[src/rtl/stage_sequencer_if.sv]
// Handshake and control bundle between the stage sequencer and the datapath.
// The sequencer side uses the master modport; the datapath/driver side uses slave.
interface stage_sequencer_if #(
  parameter int COUNT_WIDTH = 32
);
  logic                   run;
  logic                   haltRequest;
  logic                   instrReady;
  logic                   dataReady;
  logic                   memReadFlag;
  logic                   memWriteFlag;
  logic                   regWriteFlag;
  logic                   fetchEnable;
  logic                   decodeEnable;
  logic                   aluEnable;
  logic                   memEnable;
  logic                   regWriteEnable;
  logic                   pcUpdateEnable;
  logic                   faultFlag;
  logic [2:0]             stateOUT;
  logic [COUNT_WIDTH-1:0] cycleCount;
  logic [COUNT_WIDTH-1:0] instrCount;

  modport master (
    input  run, haltRequest, instrReady, dataReady,
           memReadFlag, memWriteFlag, regWriteFlag,
    output fetchEnable, decodeEnable, aluEnable, memEnable,
           regWriteEnable, pcUpdateEnable, faultFlag,
           stateOUT, cycleCount, instrCount
  );

  modport slave (
    output run, haltRequest, instrReady, dataReady,
           memReadFlag, memWriteFlag, regWriteFlag,
    input  fetchEnable, decodeEnable, aluEnable, memEnable,
           regWriteEnable, pcUpdateEnable, faultFlag,
           stateOUT, cycleCount, instrCount
  );
endinterface

[src/rtl/stage_sequencer.sv]
// Multi-cycle stage sequencer: steps each instruction through fetch..pcupdate,
// producing registered one-hot stage enables, a stall-timeout fault and counters.
module stage_sequencer #(
  parameter int WAIT_TIMEOUT = 15,
  parameter int COUNT_WIDTH  = 32
) (
  input  logic              clock,
  input  logic              reset,
  stage_sequencer_if.master bus
);

  typedef enum logic [2:0] {
    IDLE      = 3'd0,
    FETCH     = 3'd1,
    DECODE    = 3'd2,
    EXECUTE   = 3'd3,
    MEMORY    = 3'd4,
    WRITEBACK = 3'd5,
    PCUPDATE  = 3'd6,
    FAULT     = 3'd7
  } stateT;

  localparam logic [7:0] LAST_WAIT = 8'(WAIT_TIMEOUT - 1);

  stateT                  state;
  stateT                  nextState;
  logic [7:0]             waitCount;
  logic                   memReadLatched;
  logic                   memWriteLatched;
  logic                   regWriteLatched;
  logic [COUNT_WIDTH-1:0] cycleCounter;
  logic [COUNT_WIDTH-1:0] instrCounter;
  logic                   fetchReg;
  logic                   decodeReg;
  logic                   aluReg;
  logic                   memReg;
  logic                   regWriteReg;
  logic                   pcUpdateReg;
  logic                   faultReg;
  logic                   timedOut;

  assign timedOut = (waitCount == LAST_WAIT);

  always_comb begin
    // NOTE: default first so every path assigns nextState; without it a latch is inferred.
    nextState = state;
    unique case (state)
      IDLE:      if (bus.run) nextState = FETCH;
      FETCH: begin
        if (bus.instrReady)  nextState = DECODE;
        else if (timedOut)   nextState = FAULT;
      end
      DECODE:    nextState = EXECUTE;
      EXECUTE: begin
        if (memReadLatched || memWriteLatched) nextState = MEMORY;
        else if (regWriteLatched)              nextState = WRITEBACK;
        else                                   nextState = PCUPDATE;
      end
      MEMORY: begin
        // A read+write pair follows the read path, so only memRead gates writeback.
        if (bus.dataReady)
          nextState = (memReadLatched && regWriteLatched) ? WRITEBACK : PCUPDATE;
        else if (timedOut)
          nextState = FAULT;
      end
      WRITEBACK: nextState = PCUPDATE;
      PCUPDATE:  nextState = bus.haltRequest ? IDLE : FETCH;
      FAULT:     nextState = FAULT;
    endcase
  end

  always_ff @(posedge clock) begin
    // NOTE: non-blocking assignments so every register here sees pre-edge values.
    if (reset) begin
      state           <= IDLE;
      waitCount       <= '0;
      memReadLatched  <= 1'b0;
      memWriteLatched <= 1'b0;
      regWriteLatched <= 1'b0;
      cycleCounter    <= '0;
      instrCounter    <= '0;
      fetchReg        <= 1'b0;
      decodeReg       <= 1'b0;
      aluReg          <= 1'b0;
      memReg          <= 1'b0;
      regWriteReg     <= 1'b0;
      pcUpdateReg     <= 1'b0;
      faultReg        <= 1'b0;
    end else begin
      state <= nextState;

      if (nextState != state)
        waitCount <= '0;
      else if (state == FETCH || state == MEMORY)
        waitCount <= waitCount + 8'd1;

      if (state == DECODE) begin
        memReadLatched  <= bus.memReadFlag;
        memWriteLatched <= bus.memWriteFlag;
        regWriteLatched <= bus.regWriteFlag;
      end

      if (state != IDLE && state != FAULT)
        cycleCounter <= cycleCounter + 1'b1;
      if (state == PCUPDATE)
        instrCounter <= instrCounter + 1'b1;

      // Enables are decoded from the upcoming state so they align with stateOUT.
      fetchReg    <= (nextState == FETCH);
      decodeReg   <= (nextState == DECODE);
      aluReg      <= (nextState == EXECUTE);
      memReg      <= (nextState == MEMORY);
      regWriteReg <= (nextState == WRITEBACK);
      pcUpdateReg <= (nextState == PCUPDATE);
      faultReg    <= (nextState == FAULT);
    end
  end

  assign bus.fetchEnable    = fetchReg;
  assign bus.decodeEnable   = decodeReg;
  assign bus.aluEnable      = aluReg;
  assign bus.memEnable      = memReg;
  assign bus.regWriteEnable = regWriteReg;
  assign bus.pcUpdateEnable = pcUpdateReg;
  assign bus.faultFlag      = faultReg;
  assign bus.stateOUT       = state;
  assign bus.cycleCount     = cycleCounter;
  assign bus.instrCount     = instrCounter;

endmodule
[src/flat_wrapper.sv]
// flat-port wrapper written by rule: the top's interface ports become plain ports
module stage_sequencer_flat 
#(
  parameter int WAIT_TIMEOUT = 15,
  parameter int COUNT_WIDTH  = 32
)
  (clock, reset, bus_run, bus_haltRequest, bus_instrReady, bus_dataReady, bus_memReadFlag, bus_memWriteFlag, bus_regWriteFlag, bus_fetchEnable, bus_decodeEnable, bus_aluEnable, bus_memEnable, bus_regWriteEnable, bus_pcUpdateEnable, bus_faultFlag, bus_stateOUT, bus_cycleCount, bus_instrCount);
  stage_sequencer_if #(.COUNT_WIDTH(COUNT_WIDTH)) bus_i ();
  input  logic clock;
  input  logic reset;
  input wire logic [$bits(bus_i.run)-1:0] bus_run;
  input wire logic [$bits(bus_i.haltRequest)-1:0] bus_haltRequest;
  input wire logic [$bits(bus_i.instrReady)-1:0] bus_instrReady;
  input wire logic [$bits(bus_i.dataReady)-1:0] bus_dataReady;
  input wire logic [$bits(bus_i.memReadFlag)-1:0] bus_memReadFlag;
  input wire logic [$bits(bus_i.memWriteFlag)-1:0] bus_memWriteFlag;
  input wire logic [$bits(bus_i.regWriteFlag)-1:0] bus_regWriteFlag;
  output wire logic [$bits(bus_i.fetchEnable)-1:0] bus_fetchEnable;
  output wire logic [$bits(bus_i.decodeEnable)-1:0] bus_decodeEnable;
  output wire logic [$bits(bus_i.aluEnable)-1:0] bus_aluEnable;
  output wire logic [$bits(bus_i.memEnable)-1:0] bus_memEnable;
  output wire logic [$bits(bus_i.regWriteEnable)-1:0] bus_regWriteEnable;
  output wire logic [$bits(bus_i.pcUpdateEnable)-1:0] bus_pcUpdateEnable;
  output wire logic [$bits(bus_i.faultFlag)-1:0] bus_faultFlag;
  output wire logic [$bits(bus_i.stateOUT)-1:0] bus_stateOUT;
  output wire logic [$bits(bus_i.cycleCount)-1:0] bus_cycleCount;
  output wire logic [$bits(bus_i.instrCount)-1:0] bus_instrCount;
  assign bus_i.run = bus_run;
  assign bus_i.haltRequest = bus_haltRequest;
  assign bus_i.instrReady = bus_instrReady;
  assign bus_i.dataReady = bus_dataReady;
  assign bus_i.memReadFlag = bus_memReadFlag;
  assign bus_i.memWriteFlag = bus_memWriteFlag;
  assign bus_i.regWriteFlag = bus_regWriteFlag;
  assign bus_fetchEnable = bus_i.fetchEnable;
  assign bus_decodeEnable = bus_i.decodeEnable;
  assign bus_aluEnable = bus_i.aluEnable;
  assign bus_memEnable = bus_i.memEnable;
  assign bus_regWriteEnable = bus_i.regWriteEnable;
  assign bus_pcUpdateEnable = bus_i.pcUpdateEnable;
  assign bus_faultFlag = bus_i.faultFlag;
  assign bus_stateOUT = bus_i.stateOUT;
  assign bus_cycleCount = bus_i.cycleCount;
  assign bus_instrCount = bus_i.instrCount;
  stage_sequencer #(.WAIT_TIMEOUT(WAIT_TIMEOUT), .COUNT_WIDTH(COUNT_WIDTH)) u_core (.clock(clock), .reset(reset), .bus(bus_i));
endmodule
[config.mk]
export PLATFORM = sky130hd
export DESIGN_NAME = stage_sequencer_flat
export DESIGN_NICKNAME = d
export VERILOG_FILES = /design/src/rtl/stage_sequencer_if.sv /design/src/rtl/stage_sequencer.sv /design/src/flat_wrapper.sv
export SDC_FILE = /design/constraint.sdc
export NUM_CORES = 1
export LEC_CHECK = 0
export CAP_MARGIN = 5
export CORE_MARGIN = 5
export CORE_UTILIZATION = 46
export CTS_BUF_LIST = sky130_fd_sc_hd__clkbuf_8
export DETAILED_ROUTE_END_ITERATION = 8
export GPL_ROUTABILITY_DRIVEN = 0
export PLACE_DENSITY = 0.74
export SYNTH_ARGS = -nofsm -noshare
export SYNTH_HDL_FRONTEND = slang
export SYNTH_SLANG_ARGS = --single-unit
export TNS_END_PERCENT = 50
[constraint.sdc]
create_clock -name clock -period 2.3 [get_ports clock]
set_clock_uncertainty 0.2 [all_clocks]
set_input_delay 0.23 -clock clock [delete_from_list [all_inputs] [get_ports clock]]
set_output_delay 0.23 -clock clock [all_outputs]
set_load 0.1 [all_outputs]
==> reports/metrics.csv <==
stage,metric,value,unit
cts,cts_root_buf,clkbuf_8,
cts,htreeDepth,3,
critical_path,crit_arrival,2.18,ns
timing,tightest_slew,0.536,ns
cts,cts_tree,yes,
detailed_routing,wire_per_inst,14.1,um
job,cap_violations,0,
grt,grt_pass1_wl,15500,um
placed_design,dpl.hpwl,6790,um
cts,holdBufCountCts,0,
timing,finalMaxSlewViolations,0,
cts,clkTransAtPathRegs,0.08,ns
final_layout,fin_util,58.4,%
pwr,p_leak,1.97,nW
yosys,avgSynthCellArea,8.81,sq um
final_layout,antenna_cells,0,
yosys,yosysSeqAreaShare,42.7,%
critical_path,cp_max_fo,18,
yosys,syn-cell-area,3990,sq um
final_layout,area_delta_synth_final,25.8,%
final_layout,multi_input_area,2160,sq um
yosys,synth_edf_count,0,
timing,clock.fmax,476,MHz
grt,grt_usage,17.9,%
cts,clockBufferDepth,2,
yosys,syn_inst,453,
grt,grt_max_degree,30,
final_layout,final_cell_mix,"90 x nor2_1, 85 x buf_4, 44 x dfxtp_1",
floorplanning,die_y,103,um
critical_path,critPathLaunchType,flop,
timing,hold_viol,0,
yosys,synth_nets,466,
grt,grt-ovfl-total,0,
min_path,hold_class,input pin to flop,
yosys,synthFlopType,dfxtp_1,
detailed_routing,vias_per_cell,5.31,
detailed_routing,ant_nets,0,
pwr,irDropWorstVdd,0.322,mV
yosys,yosys_register_bits,85,
floorplanning,coreArea,8590,sq um
yosys,async_flop_share,0,%
final_layout,fill_cells,799,
final_layout,regArea,1750,sq um
cts,post_cts_resized,0,
placed_design,port_buffers,82,
grt,antenna_found_initial,0,
cts,clock_latency,0.36,ns
floorplanning,pin_count,83,
floorplanning,num_rows,34,
final_layout,drive_above_1_share,30.1,%
cts,cts_setup_buffers,0,
detailed_routing,drc,0,
detailed_routing,vias,3468,
critical_path,path_class,flop to flop,
timing,relSlewSlack,64.3,%
timing,setup_viol,0,
timing,period_needed,2.10,ns
final_layout,final_common_cell,nor2_1,
final_layout,fin_nets,553,
yosys,synth_cell_types,55,
timing,fin_crit_sh,91.4,%
cts,cts_buffers,9,
critical_path,cp-end-kind,flop,
status,outcome,completed,
floorplanning,die_width,103,um
floorplanning,initial_core_util,46.4,%
yosys,synth_warnings,0,
cts,clkSinkCount,85,
timing,rsz0062_at_grt,false,
detailed_routing,drt_iter0_markers,77,
grt,first_global_vias,3471,
floorplanning,die_area,10600,sq um
detailed_routing,drt_first_pass_iters,4,
detailed_routing,wl,9230,um
critical_path,crit_required,2.38,ns
pwr,power_density,590,nW/um^2
timing,whs,0.139,ns
[layer usage]
metal	up-vias	wire length (um)	track usage [%]	part of all wire [%]
met5	-	0	0	0
met4	0	167	7.87	1.8
met3	16	334	2.77	3.6
met2	71	4550	31.0	49
met1	1648	4180	22.0	45
li1	1733	-	-	-
[area by class of cell]
cell class | count | share of cell area, %
multi-input cells | 339 | 43.1
flip-flops and latches | 85 | 34.9
repair buffers | 93 | 14.2
clock buffers | 10 | 2.74
well taps | 108 | 2.69
clock inverters | 6 | 1.42
inverters | 12 | 0.898
[synthesized netlist by cell type (3+ instances only)]
cell	count	area, sq um
nor4_2	4	50.1
nor2_1	90	338
a211o_1	3	26.3
or3_1	5	31.3
xor2_1	34	298
nand2_1	26	97.6
clkbuf_1	9	33.8
a21oi_1	7	35.0
o21ai_0	6	30.0
nand3_1	21	105
nand2b_1	3	18.8
buf_2	5	25.0
nand4b_1	3	26.3
ha_1	4	50.1
and3_1	9	56.3
dfxtp_1	85	1700
nor4_1	6	37.5
nor3_2	4	40.0
nor3_1	9	45.0
and2_1	6	37.5
inv_1	11	41.3
xnor2_1	32	280
and4_1	9	78.8
nand4_1	25	156
nor2b_1	3	18.8
[critical path, cell delays in order (launching register included)]
cell      delay [ns]
dfxtp_2         0.53
o21bai_1        0.17
a211o_1         0.45
buf_4           0.23
or3_1           0.31
a21oi_1         0.14
[worst paths after layout]
| kind | startpoint | end | slack [ns] | cells past startpoint |
|---|---|---|---|---|
| max | u_core.bus.stateOUT[1] | u_core.bus.cycleCount[9] | 0.20 | 5 |
| min | reset | u_core.bus.stateOUT[1] | 0.14 | 2 |
| max reg2reg | u_core.bus.stateOUT[1] | u_core.bus.cycleCount[9] | 0.20 | 5 |
| min reg2reg | u_core.bus.cycleCount[7] | u_core.bus.cycleCount[7] | 0.30 | 2 |
[power by group]
group / internal (W) / leakage [nW] / switching [W]
registers: 0.00150 / 0.706 / 0.0000354
clock network: 0.000539 / 0.0991 / 0.000555
logic: 0.000100 / 1.17 / 0.000233
total: 0.00213 / 1.97 / 0.000823
[sequential cells by signal, summed over array words and instances, names as in the netlist]
register                   cells
u_core.bus.cycleCount         32
u_core.bus.instrCount         32
u_core.waitCount               8
u_core.bus.stateOUT            3
u_core.bus.aluEnable           1
u_core.bus.decodeEnable        1
u_core.bus.faultFlag           1
u_core.bus.fetchEnable         1
u_core.bus.memEnable           1
u_core.bus.pcUpdateEnable      1
u_core.bus.regWriteEnable      1
u_core.memReadLatched          1
u_core.memWriteLatched         1
u_core.regWriteLatched         1
[through the flow]
stage	cell area, sq um	power [W]	cells	worst slack, ns	setup TNS (ns)
6_report	5020	0.00296	653	0.198	0
5_1_grt	5020	0.00307	653	0.0623	0
4_1_cts	5020	0.00298	653	0.192	0
3_5_place_dp	4810	0.00190	637	0.127	0
3_3_place_gp	4810	0.00189	637	0.176	0
2_1_floorplan	4040	0.00182	453	-0.0528	-0.0753
[cell families (layout without fill, tap and decap cells)]
logic type / Yosys count / count (layout) / share of synthesized area (%)
flops: 85 / 85 / 42.7
fa+ha+maj: 4 / 4 / 1.25
compound gates: 33 / 33 / 6.31
mux: 3 / 3 / 0.784
xor+xnor: 66 / 66 / 14.5
simple gates: 233 / 233 / 31.3
buf+inv: 29 / 121 / 3.17
Power figures use the tool's default switching activity.
